$ cat config.mk
export PLATFORM = sky130hd
export DESIGN_NAME = fetch_unit_flat
export DESIGN_NICKNAME = d
export VERILOG_FILES = /design/src/rtl/fetch_unit_if.sv /design/src/rtl/fetch_unit.sv /design/src/flat_wrapper.sv
export SDC_FILE = /design/constraint.sdc
export NUM_CORES = 1
export LEC_CHECK = 0
export BUFFER_PORTS_ARGS = -buffer_cell sky130_fd_sc_hd__buf_2
export CAP_MARGIN = 0
export CORE_ASPECT_RATIO = 0.75
export CORE_UTILIZATION = 55
export DETAILED_ROUTE_END_ITERATION = 8
export GPL_TIMING_DRIVEN = 0
export PLACE_DENSITY_LB_ADDON = 0.05
export SLEW_MARGIN = 10
export SYNTH_ARGS = -nofsm -noshare
export SYNTH_HDL_FRONTEND = slang
export SYNTH_SLANG_ARGS = --single-unit
$ cat constraint.sdc
create_clock -name clk -period 3.1 [get_ports clk]
set_input_delay 0.62 -clock clk [delete_from_list [all_inputs] [get_ports clk]]
set_output_delay 0.62 -clock clk [all_outputs]
set_load 0.005 [all_outputs]
$ cat src/rtl/fetch_unit_if.sv
// fetch_unit_if: groups the control, operand and PC-output signals exchanged
// between the fetch stage (slave) and its driver (decode/execute or bench).
interface fetch_unit_if;
    logic        stall;
    logic [1:0]  pc_sel;
    logic        branch_taken;
    logic [31:0] imm;
    logic [31:0] rs1_data;
    logic        halt;
    logic        resume;
    logic [31:0] pc;
    logic [31:0] pc_plus4;
    logic        fetch_valid;
    logic [31:0] retired_count;
    logic        misalign;

    modport master (
        output stall, pc_sel, branch_taken, imm, rs1_data, halt, resume,
        input  pc, pc_plus4, fetch_valid, retired_count, misalign
    );

    modport slave (
        input  stall, pc_sel, branch_taken, imm, rs1_data, halt, resume,
        output pc, pc_plus4, fetch_valid, retired_count, misalign
    );
endinterface

$ cat src/rtl/fetch_unit.sv
// fetch_unit: architectural PC register and next-address selection for the
// single-cycle core, with a BOOT/RUN/HALT control FSM and a retire counter.
// Optional feature macro: FETCH_MISALIGN_TRAP_EN -- when defined, a retiring
// target with non-zero low bits redirects to TRAP_PC and sets sticky misalign;
// when undefined, the low two target bits are cleared and misalign stays 0.
module fetch_unit #(
    parameter logic [31:0] RESET_PC = 32'h0000_0000,
    parameter logic [31:0] TRAP_PC  = 32'h0000_0380
) (
    input  logic         clk,
    input  logic         rst_n,
    fetch_unit_if.slave  bus
);

    typedef enum logic [1:0] {
        ST_BOOT = 2'b00,
        ST_RUN  = 2'b01,
        ST_HALT = 2'b10
    } state_t;

    state_t      state_q;
    logic [31:0] pc_q;
    logic [31:0] retired_q;
    logic        fetch_valid_q;
    logic        misalign_q;

    logic [31:0] seq_d;
    logic [31:0] target_d;
    logic [31:0] pc_d;
    logic        misalign_d;

    assign seq_d = pc_q + 32'd4;

    // Select the raw next-PC target from the requested source.
    always_comb begin
        target_d = seq_d;
        case (bus.pc_sel)
            2'b00: target_d = seq_d;
            2'b01: begin
                if (bus.branch_taken) begin
                    target_d = pc_q + bus.imm;
                end else begin
                    target_d = seq_d;
                end
            end
            2'b10: target_d = pc_q + bus.imm;
            2'b11: target_d = (bus.rs1_data + bus.imm) & 32'hFFFF_FFFE;
            default: target_d = seq_d;
        endcase
    end

`ifdef FETCH_MISALIGN_TRAP_EN
    // Misaligned targets divert to the trap vector and raise the sticky flag.
    always_comb begin
        misalign_d = 1'b0;
        pc_d       = target_d;
        if (target_d[1:0] != 2'b00) begin
            misalign_d = 1'b1;
            pc_d       = TRAP_PC;
        end else begin
            misalign_d = 1'b0;
            pc_d       = target_d;
        end
    end
`else
    logic unused_trap_pc;
    assign unused_trap_pc = ^TRAP_PC;

    // Without the trap, force word alignment and never flag.
    always_comb begin
        misalign_d = 1'b0;
        pc_d       = target_d & 32'hFFFF_FFFC;
    end
`endif

    // Control FSM plus PC, retire counter and status registers.
    always_ff @(posedge clk) begin
        if (!rst_n) begin
            state_q       <= ST_BOOT;
            pc_q          <= RESET_PC;
            retired_q     <= 32'd0;
            fetch_valid_q <= 1'b0;
            misalign_q    <= 1'b0;
        end else begin
            case (state_q)
                ST_BOOT: begin
                    // halt is deliberately ignored during the boot cycle
                    state_q       <= ST_RUN;
                    fetch_valid_q <= 1'b1;
                end
                ST_RUN: begin
                    if (bus.halt) begin
                        state_q       <= ST_HALT;
                        fetch_valid_q <= 1'b0;
                    end else if (bus.stall) begin
                        state_q       <= ST_RUN;
                        fetch_valid_q <= 1'b1;
                    end else begin
                        state_q       <= ST_RUN;
                        fetch_valid_q <= 1'b1;
                        pc_q          <= pc_d;
                        retired_q     <= retired_q + 32'd1;
                        if (misalign_d) begin
                            misalign_q <= 1'b1;
                        end else begin
                            misalign_q <= misalign_q;
                        end
                    end
                end
                ST_HALT: begin
                    // resume has priority over a concurrent halt request
                    if (bus.resume) begin
                        state_q       <= ST_RUN;
                        fetch_valid_q <= 1'b1;
                    end else begin
                        state_q       <= ST_HALT;
                        fetch_valid_q <= 1'b0;
                    end
                end
                default: begin
                    state_q       <= ST_BOOT;
                    fetch_valid_q <= 1'b0;
                end
            endcase
        end
    end

    assign bus.pc            = pc_q;
    assign bus.pc_plus4      = seq_d;
    assign bus.fetch_valid   = fetch_valid_q;
    assign bus.retired_count = retired_q;
    assign bus.misalign      = misalign_q;

endmodule

$ cat src/flat_wrapper.sv
// flat-port wrapper written by rule: the top's interface ports become plain ports
module fetch_unit_flat 
#(
    parameter logic [31:0] RESET_PC = 32'h0000_0000,
    parameter logic [31:0] TRAP_PC  = 32'h0000_0380
)
  (clk, rst_n, bus_stall, bus_pc_sel, bus_branch_taken, bus_imm, bus_rs1_data, bus_halt, bus_resume, bus_pc, bus_pc_plus4, bus_fetch_valid, bus_retired_count, bus_misalign);
  fetch_unit_if bus_i ();
  input  logic clk;
  input  logic rst_n;
  input wire logic [$bits(bus_i.stall)-1:0] bus_stall;
  input wire logic [$bits(bus_i.pc_sel)-1:0] bus_pc_sel;
  input wire logic [$bits(bus_i.branch_taken)-1:0] bus_branch_taken;
  input wire logic [$bits(bus_i.imm)-1:0] bus_imm;
  input wire logic [$bits(bus_i.rs1_data)-1:0] bus_rs1_data;
  input wire logic [$bits(bus_i.halt)-1:0] bus_halt;
  input wire logic [$bits(bus_i.resume)-1:0] bus_resume;
  output wire logic [$bits(bus_i.pc)-1:0] bus_pc;
  output wire logic [$bits(bus_i.pc_plus4)-1:0] bus_pc_plus4;
  output wire logic [$bits(bus_i.fetch_valid)-1:0] bus_fetch_valid;
  output wire logic [$bits(bus_i.retired_count)-1:0] bus_retired_count;
  output wire logic [$bits(bus_i.misalign)-1:0] bus_misalign;
  assign bus_i.stall = bus_stall;
  assign bus_i.pc_sel = bus_pc_sel;
  assign bus_i.branch_taken = bus_branch_taken;
  assign bus_i.imm = bus_imm;
  assign bus_i.rs1_data = bus_rs1_data;
  assign bus_i.halt = bus_halt;
  assign bus_i.resume = bus_resume;
  assign bus_pc = bus_i.pc;
  assign bus_pc_plus4 = bus_i.pc_plus4;
  assign bus_fetch_valid = bus_i.fetch_valid;
  assign bus_retired_count = bus_i.retired_count;
  assign bus_misalign = bus_i.misalign;
  fetch_unit #(.RESET_PC(RESET_PC), .TRAP_PC(TRAP_PC)) u_core (.clk(clk), .rst_n(rst_n), .bus(bus_i));
endmodule
## Word level (Yosys, flattened, before mapping)

Index checks and enable logic that the tools add are counted.

- Output and inout port bits: 98
- Register bits: 65
- Bits of input ports: 72

- Equality and inequality tests: 5
- Bitwise gates (word level): 2
- Add/sub/neg operators: 4
- Reduce and logical (&&, ||, !) cells: 3
- Muxes and demuxes: 8

Operators by type and width:

| operator | count |
|---|---|
| $pmux W32 S4 | 1 |
| $add A32 B32 Y32 | 2 |
| $add A32 B1 Y32 const B | 1 |
| $add A32 B3 Y32 const B | 1 |
| $mux W32 | 1 |
| $eq A2 B2 Y1 const B | 3 |
| $pmux W2 S3 | 1 |
| $eq A2 B1 Y1 const B | 2 |
| $logic_not A2 Y1 | 2 |
| $mux W2 | 2 |
| $pmux W1 S3 | 1 |
| $reduce_and A3 Y1 | 1 |
| $mux W1 | 2 |
| $not A1 Y1 | 2 |

## Depth between registers and ports, before layout

Gate-level depths: netlist of the first run.

- Word-level depth: 3
- Mapped depth: 11

## Least setup slack after synthesis of the first run

Ideal clock, no wire load.

- Kind: input to register
- Start point: in bus_imm[2]
- End point: reg u_core.pc_q[28], in the netlist u_core.bus.pc[28]
- Buffers on the path: 0
- Setup time: 0.130 ns
- Stages: 11
- Slack: 0.277 ns
- Arrival: 2.693 ns
- Cells stage by stage: ha_1 inv_1 fa_1 nand2b_1 a211oi_1 o221a_2 o211a_1 o21ai_1 mux2_2 nor3_1 o211ai_1

- Cells in the longest elaborated chain, start to end: 3
- Elaborated cells between the ends (all ways): 4
- Those cells by class: 2 x add/sub; 2 x mux

RTL lines:

| element | line | text |
|---|---|---|
| from (decl) | flat_wrapper.sv:14 | `input wire logic [$bits(bus_i.imm)-1:0] bus_imm;` |
| $add A32 B32 Y32 | fetch_unit.sv:41, fetch_unit.sv:46 |  |
| $mux W32 | fetch_unit.sv:40 | `if (bus.branch_taken) begin` |
| $pmux W32 S4 (*) | fetch_unit.sv:37 | `case (bus.pc_sel)` |
| to (signal assigned) | fetch_unit.sv:101 | `pc_q <= pc_d;` |
| to (decl) | fetch_unit.sv:22 | `logic [31:0] pc_q;` |

Every way passes the cells marked *; elsewhere a longest branch is shown, timed or not.
A chain may end at the register's enable or synchronous reset.

## Worst setup path in the final report of the first run

- Start point: reg u_core.pc_q[3], in the netlist u_core.bus.pc[3]
- End point: out bus_pc_plus4[22]

- Cells in the longest elaborated chain, start to end: 1

RTL lines:

| element | line | text |
|---|---|---|
| $add A32 B3 Y32 | fetch_unit.sv:32 | `assign seq_d = pc_q + 32'd4;` |
| to (decl) | flat_wrapper.sv:19 | `output wire logic [$bits(bus_i.pc_plus4)-1:0] bus_pc_plus4;` |

No other way between the ends.

==> flow_summary.yaml, run 1 <==
status:
  outcome: "finished clean"
pwr:
  p_per_area_nw_per_um2: 369
  vdd_ir_drop_max_mv: 0.285
  swShare: 0.356
  power.total_uw: 3010
  power_frac_comb: 0.311
  leakagePower_uw: 0.00382
  clockPowerShare: 0.391
  seqPwrFrac: 0.298
  intPower_uw: 1940
  switchingPower_uw: 1070
logic_synthesis:
  async_flop_share: 0
  synth_flop_cell: "dfxtp_1"
  synth_cells: 882
  synth-seq-cells: 64
  synth_area_leader_cell: "dfxtp_1"
  yosysTopAreaCellShare: 0.192
  ys_seq_area_frac: 0.192
  synth_edf_count: 0
  yosysMostFrequentCell: "nand2_1"
  synthTopCellsByArea: "dfxtp_1 19%, ha_1 11%, xnor2_1 9.2%"
  ys_types: 67
  ys_warn_count: 0
  synth.avg_cell_area_sq_um: 7.56
  netlist_area_sq_um: 6670
  synth_common_cells: "81 x nand2_1, 77 x a21oi_1, 70 x xnor2_1, 64 x dfxtp_1, 64 x o21ai_0"
sta:
  drv_slew: 0
  setup_slack_ns: 0.0573
  layout_min_cycle_time_ns: 3.04
  final.setup_skew_ns: 0.00982
  tns_ns: 0
  fin_hold_ws_ns: 0.498
  finalSetupViolations: 0
  finalCritPeriodShare: 0.982
  slew_headroom: 0.398
  hold_violations: 0
  max_freq_ghz: 0.329
  tightest_slew_ns: 0.903
global_routing:
  grt_max_degree: 14
  grt_util_all_layers: 0.371
  grt_pass1_vias: 6817
  antenna_found_initial: 0
  grt_pass1_wl_um: 35900
  grt-ovfl-total: 0
drt:
  via_count: 7581
  drt_pass1_iterations: 5
  routed_wl_um: 23200
  drtIter0Drc: 772
  via_per_inst: 6.15
  routedWlPerCell_um: 18.8
  drc: 0
  ant_nets: 0
clocking:
  clk_pin_slew_ns: 0.06
  cts_sinks: 64
  hold_buffers: 0
  htree_levels: 3
  clkLatencyLatePin_ns: 0.34
  cts_tree: "done"
  cts.root.buffer_cell: "clkbuf_16"
  clockBufferDepth: 2
  numCtsBuffers: 9
layout:
  area_growth_pct: 22.2
  ff_latch_area_sq_um: 1280
  antenna_cells: 0
  fin_nets: 1199
  drive_gt1_frac: 0.205
  fill_cells: 1060
  multiInputGateArea_sq_um: 5240
die:
  die_area_sq_um: 12600
  dieWidth_um: 129
  rows: 34
  start_util: 0.570
  design.core.area_sq_um: 11700
  die_y_um: 97.4
  io_pins: 170
worst_setup_path:
  slowest_stage: "dfxtp_1"
  critPathKind: "reg2out"
  worstPathBufferInverterCount: 1
  max_stage_delay_ns: 0.45
  critPathLaunchType: "flop"
  end_kind: "primary output"
  crit_chain: "ha_1 > and4_1 > nand3_4 > nor2_2 > nand4_1 > xnor2_2 > buf_2"
  cp_max_fo: 6
  crit_required_ns: 2.48
  path_delay_family: "simple AND/OR/NAND/NOR gates"
  arrival_ns: 2.42
job:
  maxCapViolations: 0
placement:
  dp_slack_ns: -0.298
  dp_hpwl_um: 18000
  place_congestion: 0.965
  io_buffers: 162
hold_path:
  hp-class: "reg2reg"
placed cells by master, fill, tap and decap left out, types with 5 or more instances in the layout:
cell type,n
buf_2,163
nand2_1,81
a21oi_1,75
xnor2_1,69
o21ai_0,64
dfxtp_1,62
ha_1,61
nor2_1,54
nand3_1,38
clkbuf_1,31
and2_1,29
nand4_1,27
a21o_1,27
xor2_1,24
inv_1,21
a221oi_1,19
nor3_1,17
and3_1,15
buf_4,11
a21boi_0,10
or3_1,9
nand2b_1,9
a211oi_1,9
o211ai_1,9
clkbuf_16,9
and4_1,8
a31oi_1,6
o22ai_1,6
nor2b_1,6
mux2i_1,6
o21a_1,5
o21bai_1,5
o31ai_1,5
conb_1,5
what timing repair did:
action / in CTS / in global routing
setup buffers: 5 / 1
gates resized for setup: 5 / 10
cloned: 0 / 0
setup endpoints to repair: 13 / 13
pin swaps: 2 / 0
flip-flops by register name (all words and copies together) (netlist names):
signal and flops:
u_core.bus.pc 30, u_core.state_q 2, u_core.bus.retired_count 32
layout make-up:
cell class	count	share of cell area
Buffer	38	0.0200
Multi-Input combinational cell	763	0.643
Clock buffer	9	0.0276
Timing Repair Buffer	168	0.105
Tap cell	162	0.0249
Clock inverter	7	0.0127
Sequential cell	64	0.158
Inverter	21	0.00967
cells by family after synthesis:
family | share of synthesized area
simple gates | 0.243
compound gates | 0.276
xor+xnor | 0.123
flops | 0.192
fa+ha+maj | 0.117
buf+inv | 0.0362
mux | 0.0107
other cells | 0.000562
power by group through the flow:
stage               Sequential (uW)  Clock (uW)  Combinational (uW)
floorplan                       900           0                 612
global placement                911           0                 891
detailed placement              911           0                 895
CTS                             893        1170                 904
global route                    899        1210                1020
finish                          896        1180                 936
metrics by stage:
step	instances	util	cell area, sq um
after floorplan	886	-	6690
after global placement	1210	0.658	7700
after detailed placement	1210	0.658	7700
after CTS	1231	0.691	8090
after global routing	1232	0.697	8150
final	1232	0.697	8150
worst min-delay path, cell delays in order, from the launching register on:
cell and delay, ns:
dfxtp_1 0.33, nand2_1 0.06, a21boi_0 0.06
routing by layer:
metal | GRT usage | up-vias | part of all wire
met1 | 0.542 | 3406 | 0.45
met2 | 0.520 | 479 | 0.40
li1 | - | 3644 | -
met3 | 0.0986 | 52 | 0.12
met4 | 0.119 | 0 | 0.025
met5 | 0 | - | 0
final timing paths:
kind | startpoint | end | slack (ns) | cells past startpoint
hold / removal | u_core.bus.retired_count[1] | u_core.bus.retired_count[1] | 0.50 | 2
setup reg to reg | u_core.bus.pc[22] | u_core.bus.pc[31] | 0.16 | 10
setup / recovery | u_core.bus.pc[3] | bus_pc_plus4[22] | 0.06 | 7
hold reg to reg | u_core.bus.retired_count[1] | u_core.bus.retired_count[1] | 0.50 | 2
Power figures use the tool's default switching activity.
==> run 2: changes to the inputs <==
--- a/config.mk
+++ b/config.mk
@@ -7,11 +7,13 @@
 export LEC_CHECK = 0
 export BUFFER_PORTS_ARGS = -buffer_cell sky130_fd_sc_hd__buf_2
 export CAP_MARGIN = 0
+export CELL_PAD_IN_SITES_DETAIL_PLACEMENT = 0
+export CELL_PAD_IN_SITES_GLOBAL_PLACEMENT = 1
 export CORE_ASPECT_RATIO = 0.75
-export CORE_UTILIZATION = 55
+export CORE_UTILIZATION = 39
 export DETAILED_ROUTE_END_ITERATION = 8
 export GPL_TIMING_DRIVEN = 0
-export PLACE_DENSITY_LB_ADDON = 0.05
+export PLACE_DENSITY_LB_ADDON = 0.3
 export SLEW_MARGIN = 10
 export SYNTH_ARGS = -nofsm -noshare
 export SYNTH_HDL_FRONTEND = slang
==> run 2 against run 1 <==
Against the previous run: critical path depth increased by 4; register-to-register slack improved by 0.03 ns; clock power about the same; sequential share of layout area decreased by 0.10 points; global-route usage decreased by 10 points; combinational power increased by 0.6%; final cell count increased by 4.2%; flip-flop and latch count unchanged; largest power group unchanged; highest routed layer unchanged.
==> flow_summary.yaml, run 2 (synthesized netlist as in run 1, its figures left out) <==
layout:
  final_cell_mix: "163 x buf_2, 81 x nand2_1, 75 x a21oi_1"
  antenna_cells: 0
  fill_cells: 1737
  largest_register_ffs: 32
  ff_latch_area_sq_um: 1290
  area_growth_pct: 23.2
  multiInputGateArea_sq_um: 5230
  final_common_cell: "buf_2"
  final_cells: 1284
  drive_gt1_frac: 0.208
  fin_nets: 1198
drt:
  via_count: 7362
  via_per_inst: 5.73
  routed_wl_um: 23700
  drtIter0Drc: 634
  routedWlPerCell_um: 18.5
  ant_nets: 0
  drc: 0
  drt_pass1_iterations: 5
die:
  die_y_um: 115
  design.core.area_sq_um: 16800
  start_util: 0.398
  io_pins: 170
  dieWidth_um: 153
  die_area_sq_um: 17600
  rows: 41
global_routing:
  antenna_found_initial: 0
  grt_pass1_vias: 6554
  grt_max_degree: 14
  grt-ovfl-total: 0
  grt_util_all_layers: 0.270
  grt_pass1_wl_um: 36600
sta:
  layout_min_cycle_time_ns: 3.06
  rsz0062_at_grt: "no"
  hold_violations: 0
  tightest_slew_ns: 0.942
  finalCritPeriodShare: 0.988
  final.setup_skew_ns: 0.00699
  max_freq_ghz: 0.327
  drv_slew: 0
  finalSetupViolations: 0
  fin_hold_ws_ns: 0.510
  slew_headroom: 0.372
placement:
  dp_hpwl_um: 18900
  dp.cells: 1263
  io_buffers: 162
  place_congestion: 0.933
status:
  outcome: "finished clean"
pwr:
  leakagePower_uw: 0.00381
  p_per_area_nw_per_um2: 365
  power.total_uw: 3000
  vdd_ir_drop_max_mv: 0.265
clocking:
  clockBufferDepth: 2
  clk_pin_slew_ns: 0.06
  cts_sinks: 64
  hold_buffers: 0
  htree_levels: 3
  clkLatencyLatePin_ns: 0.34
  cts.root.buffer_cell: "clkbuf_16"
  numCtsBuffers: 9
  cts_tree: "done"
worst_setup_path:
  critPathKind: "in2reg"
  critPathLaunchType: "input port"
  arrival_ns: 3.28
  end_kind: "flop"
  crit_required_ns: 3.32
  r2r_slack_ns: 0.19
  cp_max_fo: 6
job:
  maxCapViolations: 0
hold_path:
  hp-class: "reg2reg"
## run 2: cell type report
cell class,count,area share
Buffer,37,0.0193
Inverter,21,0.00959
Tap cell,215,0.0327
Timing Repair Buffer,168,0.106
Multi-Input combinational cell,763,0.636
Clock inverter,7,0.0126
Clock buffer,9,0.0274
Sequential cell,64,0.156
## run 2: report_power, final
part           internal [uW]  total [uW]  switching [uW]  leakage, uW
logic                    378         942             564      0.00313
clock network            715        1160             447     0.000161
registers                847         897            49.8     0.000521
total                   1940        3000            1060      0.00381
## run 2: through the flow
stage          TNS, ns   util  instance area (sq um)  worst slack, ns
2_1_floorplan        0      -                   6690            0.277
3_3_place_gp     -1.85  0.463                   7770           -0.282
3_5_place_dp     -1.70  0.463                   7770           -0.296
4_1_cts              0  0.487                   8160          0.00980
5_1_grt              0  0.490                   8220           0.0149
6_report             0  0.490                   8220           0.0372
## run 2: worst paths after layout
| path | from | to | cells after the start |
|---|---|---|---|
| min reg2reg | u_core.bus.retired_count[21] | u_core.bus.retired_count[21] | 2 |
| min | u_core.bus.retired_count[21] | u_core.bus.retired_count[21] | 2 |
| max reg2reg | u_core.bus.pc[2] | u_core.bus.pc[28] | 11 |
| max | bus_imm[2] | u_core.bus.pc[20] | 11 |
## run 2: critical path: stages
cell and delay (ns):
buf_2 0.12, ha_1 0.32, o21ai_1 0.17, a22oi_2 0.09
buf_4 0.18, a221oi_4 0.42, o21ai_1 0.23, a21o_1 0.24
a21oi_1 0.54, mux2i_1 0.27, a21oi_1 0.08
## run 2: per-layer routing
metal / vias up / GRT usage / routed length [um] / part of all wire
li1: 3657 / - / - / -
met1: 3340 / 0.411 / 12100 / 0.51
met2: 337 / 0.378 / 9190 / 0.39
met3: 28 / 0.0501 / 2040 / 0.086
met4: 0 / 0.0741 / 403 / 0.017
met5: - / 0 / 0 / 0
## run 2: repair_timing
item                       4_1_cts  5_1_grt
pin swaps                        2        1
gates cloned                     0        0
setup endpoints to repair       14       14
setup buffers                    4        2
gates resized for setup          5       12
hold endpoints to repair         0        0
